==> config.mk <==
export PLATFORM = sky130hd
export DESIGN_NAME = fetch_stage
export DESIGN_NICKNAME = d
export VERILOG_FILES = /design/src/rtl/fetch_pkg.sv /design/src/rtl/fetch_fifo.sv /design/src/rtl/fetch_stage.sv
export SDC_FILE = /design/constraint.sdc
export NUM_CORES = 1
export LEC_CHECK = 0
export ABC_AREA = 0
export CAP_MARGIN = 10
export CORE_ASPECT_RATIO = 1.2
export CORE_MARGIN = 2
export CORE_UTILIZATION = 49
export DETAILED_ROUTE_END_ITERATION = 7
export GPL_ROUTABILITY_DRIVEN = 0
export PLACE_DENSITY = 0.86
export SETUP_SLACK_MARGIN = 0.5
export SLEW_MARGIN = 20
export SYNTH_ARGS = -nofsm -noshare
export SYNTH_HDL_FRONTEND = slang
export SYNTH_SLANG_ARGS = --single-unit
==> constraint.sdc <==
create_clock -name clk_in -period 4 [get_ports clk_in]
set_input_delay 0.8 -clock clk_in [delete_from_list [all_inputs] [get_ports clk_in]]
set_output_delay 0.8 -clock clk_in [all_outputs]
set_load 0.05 [all_outputs]
==> src/rtl/fetch_pkg.sv <==
// rtl/fetch_pkg.sv - shared types and constants for the instruction fetch stage
package fetch_pkg;

    localparam logic [31:0] NOP_INSTR = 32'h0000_0013;

    typedef enum logic [1:0] {
        ST_BOOT,
        ST_RUN,
        ST_HALT
    } fetch_state_t;

    typedef struct packed {
        logic [31:0] pc;
        logic [31:0] instr;
    } fetch_entry_t;

endpackage

==> src/rtl/fetch_fifo.sv <==
// rtl/fetch_fifo.sv - small synchronous FIFO of fetch entries with clear
module fetch_fifo
    import fetch_pkg::*;
#(
    parameter int DEPTH = 2
) (
    input  logic                     clk,
    input  logic                     rst_n,
    input  logic                     clear,
    input  logic                     push,
    input  fetch_entry_t             push_data,
    input  logic                     pop,
    output fetch_entry_t             head,
    output logic                     full,
    output logic                     empty,
    output logic [$clog2(DEPTH):0]   count
);

    localparam int AW = $clog2(DEPTH);

    fetch_entry_t   mem_q [DEPTH];
    fetch_entry_t   mem_d [DEPTH];
    logic [AW-1:0]  wr_ptr_q, wr_ptr_d;
    logic [AW-1:0]  rd_ptr_q, rd_ptr_d;
    logic [AW:0]    count_q, count_d;
    logic           do_push, do_pop;

    assign full  = (count_q == (AW+1)'(DEPTH));
    assign empty = (count_q == '0);
    assign count = count_q;
    assign head  = mem_q[rd_ptr_q];

    // Pointer/occupancy update; a push into a full FIFO is only legal alongside a pop
    always_comb begin
        mem_d    = mem_q;
        wr_ptr_d = wr_ptr_q;
        rd_ptr_d = rd_ptr_q;
        count_d  = count_q;
        do_pop   = pop && !empty;
        do_push  = push && (!full || do_pop);
        if (clear) begin
            wr_ptr_d = '0;
            rd_ptr_d = '0;
            count_d  = '0;
        end else begin
            if (do_push) begin
                mem_d[wr_ptr_q] = push_data;
                wr_ptr_d        = wr_ptr_q + 1'b1;
            end
            if (do_pop) begin
                rd_ptr_d = rd_ptr_q + 1'b1;
            end
            count_d = count_q + (AW+1)'(do_push) - (AW+1)'(do_pop);
        end
    end

    // Storage and pointer registers
    always_ff @(posedge clk or negedge rst_n) begin
        if (!rst_n) begin
            mem_q    <= '{default: '0};
            wr_ptr_q <= '0;
            rd_ptr_q <= '0;
            count_q  <= '0;
        end else begin
            mem_q    <= mem_d;
            wr_ptr_q <= wr_ptr_d;
            rd_ptr_q <= rd_ptr_d;
            count_q  <= count_d;
        end
    end

    a_no_overflow: assert property (@(posedge clk) disable iff (!rst_n)
        !(push && full && !pop && !clear));

endmodule

==> src/rtl/fetch_stage.sv <==
// rtl/fetch_stage.sv - instruction fetch stage: pc, imem issue, response buffering, redirect
module fetch_stage
    import fetch_pkg::*;
#(
    parameter logic [31:0] RESET_PC   = 32'h0000_0000,
    parameter int          FIFO_DEPTH = 2
) (
    input  logic        clk_in,
    input  logic        rst_n_in,
    input  logic        stall_in,
    input  logic        branch_taken_in,
    input  logic [31:0] branch_pc_in,
    output logic        imem_req_o,
    output logic [31:0] imem_addr_o,
    input  logic        imem_gnt_in,
    input  logic        imem_rvalid_in,
    input  logic [31:0] imem_rdata_in,
    output logic [31:0] instr_o,
    output logic [31:0] pc_o,
    output logic        instr_valid_o,
    output logic        flush_o,
    output logic        misalign_o
);

    localparam int CW = $clog2(FIFO_DEPTH) + 1;

    fetch_state_t  state_q, state_d;
    logic [31:0]   pc_q, pc_d;
    logic [CW-1:0] outstanding_q, outstanding_d;
    logic [CW-1:0] discard_q, discard_d;
    logic          misalign_q, misalign_d;

    logic [CW:0]   occupancy;
    logic          grant, resp, branch_act, branch_bad, drop;
    logic          ibuf_push, ibuf_pop;
    fetch_entry_t  ibuf_in, ibuf_head, tag_in, tag_head;
    logic          ibuf_full, ibuf_empty, tag_full, tag_empty;
    logic [CW-1:0] ibuf_count, tag_count;
    logic          unused_tag;

    assign grant      = imem_req_o && imem_gnt_in;
    assign resp       = imem_rvalid_in && (outstanding_q != '0);
    assign branch_act = branch_taken_in && (state_q != ST_HALT);
    assign branch_bad = branch_act && (branch_pc_in[1:0] != 2'b00);
    assign drop       = resp && ((discard_q != '0) || branch_act);
    assign ibuf_pop   = instr_valid_o && !stall_in;
    assign ibuf_push  = resp && !drop;
    assign ibuf_in    = '{pc: tag_head.pc, instr: imem_rdata_in};
    assign tag_in     = '{pc: pc_q, instr: NOP_INSTR};
    assign unused_tag = ^{tag_head.instr, tag_full, tag_empty, tag_count, ibuf_full};

    // Issue gate: live in-flight words plus buffered words must leave a free slot;
    // the word leaving this cycle is credited so a steady stream runs without bubbles
    always_comb begin
        occupancy  = {1'b0, outstanding_q} - {1'b0, discard_q}
                   + {1'b0, ibuf_count} - (CW+1)'(ibuf_pop);
        imem_req_o = (state_q == ST_RUN)
                   && (occupancy < (CW+1)'(FIFO_DEPTH))
                   && (outstanding_q < CW'(FIFO_DEPTH));
    end

    // Next-state for pc, FSM and the in-flight/discard counters; redirect wins over pc+4
    always_comb begin
        state_d       = state_q;
        pc_d          = pc_q;
        misalign_d    = misalign_q || branch_bad;
        outstanding_d = outstanding_q + CW'(grant) - CW'(resp);
        discard_d     = discard_q;
        if (branch_act) begin
            discard_d = outstanding_d;
        end else if (resp && (discard_q != '0)) begin
            discard_d = discard_q - 1'b1;
        end
        if (branch_act && !branch_bad) begin
            pc_d = branch_pc_in;
        end else if (grant) begin
            pc_d = pc_q + 32'd4;
        end
        case (state_q)
            ST_BOOT: state_d = branch_bad ? ST_HALT : ST_RUN;
            ST_RUN:  state_d = branch_bad ? ST_HALT : ST_RUN;
            ST_HALT: state_d = ST_HALT;
            default: state_d = ST_BOOT;
        endcase
    end

    // Control registers
    always_ff @(posedge clk_in or negedge rst_n_in) begin
        if (!rst_n_in) begin
            state_q       <= ST_BOOT;
            pc_q          <= RESET_PC;
            outstanding_q <= '0;
            discard_q     <= '0;
            misalign_q    <= 1'b0;
        end else begin
            state_q       <= state_d;
            pc_q          <= pc_d;
            outstanding_q <= outstanding_d;
            discard_q     <= discard_d;
            misalign_q    <= misalign_d;
        end
    end

    fetch_fifo #(.DEPTH(FIFO_DEPTH)) u_ibuf (
        .clk       (clk_in),
        .rst_n     (rst_n_in),
        .clear     (branch_act),
        .push      (ibuf_push),
        .push_data (ibuf_in),
        .pop       (ibuf_pop),
        .head      (ibuf_head),
        .full      (ibuf_full),
        .empty     (ibuf_empty),
        .count     (ibuf_count)
    );

    // Tag queue tracks the pc of every granted request; never cleared by a redirect
    // because stale responses still have to retire their tag in order
    fetch_fifo #(.DEPTH(FIFO_DEPTH)) u_tags (
        .clk       (clk_in),
        .rst_n     (rst_n_in),
        .clear     (1'b0),
        .push      (grant),
        .push_data (tag_in),
        .pop       (resp),
        .head      (tag_head),
        .full      (tag_full),
        .empty     (tag_empty),
        .count     (tag_count)
    );

    assign imem_addr_o   = pc_q;
    assign instr_valid_o = !ibuf_empty;
    assign instr_o       = instr_valid_o ? ibuf_head.instr : NOP_INSTR;
    assign pc_o          = instr_valid_o ? ibuf_head.pc : 32'h0;
    assign flush_o       = !instr_valid_o || branch_taken_in;
    assign misalign_o    = misalign_q;

endmodule

---- Yosys cells after proc, flatten, opt, wreduce, memory -nomap -nowiden ----
Index checks and enable logic that the tools add are counted.
word-level totals
  logic and storage cells ................. 118
  register bits ........................... 303
  output and inout port bits .............. 100
cells by class
  magnitude comparators ................... 8
  bitwise operators ....................... 5
  add/sub/neg operators ................... 15
  equal/unequal tests ..................... 5
  multiplexer cells ....................... 25
  reduce and logical (&&, ||, !) cells .... 41
operators with widths
  cell                   count
  $mux 64                8
  $bwmux 128             2
  $demux 64 s1           2
  $mux 32                4
  $add 32x3->32 const B  1
  $logic_and 1x1->1      17
  $reduce_bool 2->1      7
  $ge 2x2->1 const B     4
  $mux 2                 4
  $not 1->2              4
  $logic_not 1->1        7
  $add 2x1->2            3
  $eq 2x2->1 const B     3
  $logic_not 2->1        3
  $sub 2x1->2            3
  $logic_or 1x1->1       5
  $add 1x1->1 const B    4
  $lt 2x1->1 const B     2
  $mux 1                 4
  $pmux 2 s2             1
  $add 3x2->3            1
  $lt 3x2->1 const B     1
  $sub 2x2->3            1
  $sub 3x1->3            1
  other kinds (7)        7

---- Longest topological paths before layout ----
  depth in word-level cells ............... 11
  mapped depth ............................ 18
  mapped depth without buffers ............ 17

---- Cells and area by module ----
Synthesis repeated with hierarchy kept, for this count alone.
unflattened totals
  cell total of the unflattened synthesis .. 1099
  area total of the unflattened synthesis .. 15053.2 um^2
modules (own cells, without submodules)
  module       cells an instance  instances  seq. area each (um^2)  area each (um^2)
  fetch_fifo   365                2          3303.2                 5979.5
  fetch_stage  369                1          975.9                  3094.2

---- Least setup slack after synthesis ----
OpenSTA, ideal clock, no wires.
  path type ............................... input port to output port
  from .................................... in stall_in
  to ...................................... out imem_req_o
  slack ................................... -298 ps
  arrival ................................. 3498 ps
  path buffers ............................ 0
  stages .................................. 9
  data required time ...................... 3200 ps
  cells stage by stage .................... nor2_1 > inv_1 > fa_1 > inv_1 > fa_1 > nand2b_1 > fa_1 > nand4bb_4 > nor2_1
on the way
  cells in the longest elaborated chain, start to end .. 6
RTL lines
  element             line               text
  start: declaration  fetch_stage.sv:10  input logic stall_in,
  $logic_not 1->1     fetch_stage.sv:46  assign ibuf_pop = instr_valid_o && !stall_in;
  $logic_and 1x1->1   fetch_stage.sv:46
  $sub 3x1->3         fetch_stage.sv:56  + {1'b0, ibuf_count} - (CW+1)'(ibuf_pop);
  $lt 3x2->1          fetch_stage.sv:58  && (occupancy < (CW+1)'(FIFO_DEPTH))
  $logic_and 1x1->1   fetch_stage.sv:58
  $logic_and 1x1->1   fetch_stage.sv:59  && (outstanding_q < CW'(FIFO_DEPTH));
  end: declaration    fetch_stage.sv:13  output logic imem_req_o,
Every way passes these cells.

---- Worst setup path in the final report ----
  from .................................... reg u_ibuf.count_q[0], in the netlist u_ibuf.count[0]
  to ...................................... out imem_req_o
on the way
  cells in the longest elaborated chain, start to end .. 7
  elaborated cells on any way between the ends .. 8
  those cells by class .................... add/sub: 2; order compare: 1; reduce/logical: 5
RTL lines
  element                                              line               text
  start: declaration                                   fetch_fifo.sv:25   logic [AW:0] count_q, count_d;
  start signal: assignment                             fetch_fifo.sv:68   count_q <= count_d;
  branches (longest 3 deep; another with $add 3x2->3)  -
  $sub 3x1->3 (*)                                      fetch_stage.sv:56
  $lt 3x2->1 (*)                                       fetch_stage.sv:58
  $logic_and 1x1->1 (*)                                fetch_stage.sv:58
  $logic_and 1x1->1 (*)                                fetch_stage.sv:59
Mark *: on every way between the ends.

==> results.json <==
{
  "fp.coreArea_um2": 21900,
  "gr-total-overflow": 0,
  "hold_viol_final": 0,
  "htreeDepth": 1,
  "grt_pass1_vias": 8553,
  "ctsRootBufferMaster": "clkbuf_16",
  "synth_cells": 948,
  "cap_viol_max_count": 0,
  "p_sw_frac": 0.437,
  "yosys_warnings": 0,
  "wl_met2_mm": 15.8,
  "cp.arrival_ns": 3.28,
  "grt_pass1_wl_mm": 47.4,
  "dr.pass1.iters": 5,
  "yosysSeqAreaShare": 0.545,
  "grt_setup_unrepaired": "true",
  "yosys_most_used_dff": "dfrtp_1",
  "p_leak_uw": 0.00677,
  "timing.final.crit_share": 1.02,
  "vias": 8373,
  "dieHeight_um": 168,
  "clkTransAtPathRegs_ns": 0.06,
  "syn_nets": 1030,
  "synth-adder-area-share": 0.0164,
  "required_ns": 3.20,
  "top_layer": "met5",
  "ir_worst_vdd_v": 0.000599,
  "power_frac_seq": 0.322,
  "die_w_um": 141,
  "clock_sinks": 239,
  "final-max-slew-violation-count": 0,
  "multi_input_area_um2": 5220,
  "ys_seq_elements": 239,
  "avgViaCountPerCell": 5.82,
  "antenna_found_initial": 1,
  "post_route_cells_drive_above_1_share": 0.212,
  "violations": "setup timing",
  "worst-setup-path-type": "flop to output pin",
  "synthXorXnorAreaFrac": 0.0319,
  "hpwlAfterDp_mm": 16.6,
  "dp_cells": 1363,
  "fin_ws_ns": -0.0770,
  "p_clk_frac": 0.180,
  "regArea_um2": 5990,
  "area_growth_pct": 37.7,
  "fmax_mhz": 245,
  "power_switching_uw": 6130,
  "synth-simple-area-share": 0.109,
  "initial_core_util": 0.502,
  "intPower_uw": 7890,
  "end_kind": "output pin",
  "setup_viol": 2,
  "dieArea_um2": 23600,
  "drc": 0,
  "syn_avg_cell_area_um2": 11.6,
  "skew_ns": 0.0115,
  "drt_wl_total_mm": 31.6,
  "wl_per_cell_um": 22.0,
  "fill_cells": 1430,
  "ant_nets": 0,
  "start_kind": "flop",
  "drt-initial-drc-count": 665,
  "port_buffers": 169,
  "synth_edf_count": 0,
  "max_slew_margin": 0.282,
  "clockBufferDepth": 3,
  "power_per_cell_area_nw_per_um2": 928,
  "ios": 170,
  "post-route-util": 0.691,
  "synthMuxAreaShare": 0.219,
  "synth_cell_types": 41,
  "rows": 59,
  "cp_max_fo": 3,
  "diodes": 0,
  "status": "finished, violations left",
  "clock_latency_ns": 0.52,
  "grt.total_usage": 0.252,
  "layout_min_cycle_time_ns": 4.08,
  "wl_met3_mm": 1.77,
  "synth_async_sr_flop_share": 1.00,
  "fin_cells": 1439,
  "finalPower_uw": 14000,
  "synth_top_family_by_area": "multiplexers",
  "place_ws_ns": -0.654,
  "tightest_slew_ns": 1.08,
  "grt_max_degree": 114,
  "combPwrFrac": 0.498,
  "final_nets": 1231,
  "syn_area_um2": 11000,
  "synth-compound-area-share": 0.0493,
  "tritoncts": "built",
  "min_path_type": "input pin to asynchronous set/reset pin",
  "cts_made_buffers": 25,
  "wl_met1_mm": 12.8
}
-- area by class of cell --
class	instances	area share
Sequential cell	239	0.396
Multi-Input combinational cell	637	0.346
Timing Repair Buffer	225	0.171
Clock buffer	35	0.0485
Tap cell	274	0.0227
Clock inverter	8	0.0102
Inverter	21	0.00572
-- power by group through the flow --
stage               clock [µW]  sequential (µW)  combinational [µW]
CTS                       2510             4380                6710
floorplan                    0             4460                4040
detailed placement           0             4410                6280
global route              2630             4620                7350
finish                    2520             4520                6990
global placement             0             4330                6120
-- per-stage QoR --
step                setup TNS (ns)  hold slack [ns]  cell area (µm²)
finish                     -0.0892            0.339            15100
global placement            -43.85            0.441            13200
global route                -0.144            0.434            15100
floorplan                   -0.141            0.451            11100
CTS                        -0.0298            0.398            14800
detailed placement          -47.60            0.463            13200
-- synth_stat cells (4+ instances only) --
cell type / number / area (µm²)
nand4_1: 15 / 93.8
buf_4: 4 / 30.0
and2_1: 8 / 50.1
fa_1: 4 / 80.1
nor2_1: 144 / 541
mux2i_1: 96 / 961
mux2_2: 62 / 698
dfrtp_1: 239 / 5980
inv_1: 19 / 71.3
xor2_1: 19 / 166
clkbuf_1: 22 / 82.6
o21ai_0: 13 / 65.1
nand3_1: 14 / 70.1
ha_1: 8 / 100
a21oi_1: 66 / 330
mux2_1: 66 / 743
nand2_1: 46 / 173
and3_1: 7 / 43.8
nor4_1: 5 / 31.3
o21ai_1: 17 / 85.1
xnor2_1: 21 / 184
buf_2: 24 / 120
-- registers in the layout, summed over array words and instances (netlist names) --
signal and cells:
discard_q 2, imem_addr_o 32, misalign_o 1, outstanding_q 2
state_q 2, u_ibuf.count 2, u_ibuf.mem_q 128, u_ibuf.rd_ptr_q 1
u_ibuf.wr_ptr_q 1, u_tags.count 2, u_tags.mem_q 64, u_tags.rd_ptr_q 1
u_tags.wr_ptr_q 1
-- critical path: stages, from the launching register on --
cell,delay [ns]
dfrtp_1,0.42
nor2_4,0.06
nor2_4,0.10
inv_2,0.04
fa_1,0.49
inv_1,0.06
fa_1,0.44
nand2b_4,0.16
fa_2,0.57
nand4bb_4,0.14
nor2_4,0.14
buf_12,0.15
-- layer usage --
metal | up-vias | track usage
met3 | 95 | 0.0282
met4 | 2 | 0.0870
li1 | 3669 | -
met2 | 391 | 0.432
met1 | 4216 | 0.335
met5 | - | 0
-- final timing paths --
| kind | depth (start not counted) | slack (ns) | endpoint | startpoint |
|---|---|---|---|---|
| worst max-delay path | 11 | -0.08 | imem_req_o | u_ibuf.count[0] |
| worst min-delay path | 1 | 0.34 | u_ibuf.mem_q[109] | rst_n_in |
| worst max register to register | 17 | -0.01 | discard_q[1] | u_ibuf.count[0] |
| worst min register to register | 1 | 0.48 | misalign_o | misalign_o |
| max in group asynchronous | 2 | 2.75 | u_ibuf.mem_q[1] | rst_n_in |
| min in group clk_in | 1 | 0.48 | misalign_o | misalign_o |
-- cell families (layout without fill, tap and decap cells) --
| group | count (synthesis) | count (layout) |
|---|---|---|
| xor gates and xnor gates | 40 | 40 |
| DFF | 239 | 239 |
| muxes | 224 | 224 |
| buffers and inverters | 72 | 289 |
| adders and majority gates | 12 | 12 |
| and+or+nand+nor | 257 | 257 |
| AOI/OAI and AO/OA | 104 | 104 |
-- layout by cell type (no fill, tap or decap), types with 3 or more instances in the layout --
cell type / count
clkbuf_16: 25
ha_4: 3
nand3_1: 12
inv_1: 17
fa_1: 3
nand4_1: 15
buf_16: 8
xnor2_2: 8
nor4_4: 6
clkbuf_1: 3
nor2_1: 136
inv_4: 3
clkbuf_8: 7
buf_6: 13
mux2_1: 32
bufinv_16: 4
a21oi_1: 66
buf_12: 20
and3_1: 5
mux2i_1: 96
buf_4: 15
o21ai_1: 28
nor2_4: 8
and2_1: 8
clkdlybuf4s50_1: 165
nand2_1: 40
mux2_4: 64
dfrtp_1: 237
mux2_2: 32
xnor2_1: 13
or4_1: 3
nand2_2: 3
ha_1: 5
xor2_1: 18
-- repair_timing --
| item | in CTS | in global routing |
|---|---|---|
| endpoints found under the setup margin | 119 | 109 |
| setup buffers | 12 | 13 |
| hold buffers | 0 | 0 |
| gates cloned | 8 | 0 |
| resized for setup | 110 | 30 |
| pin swaps | 15 | 10 |
Power figures use the tool's default switching activity.
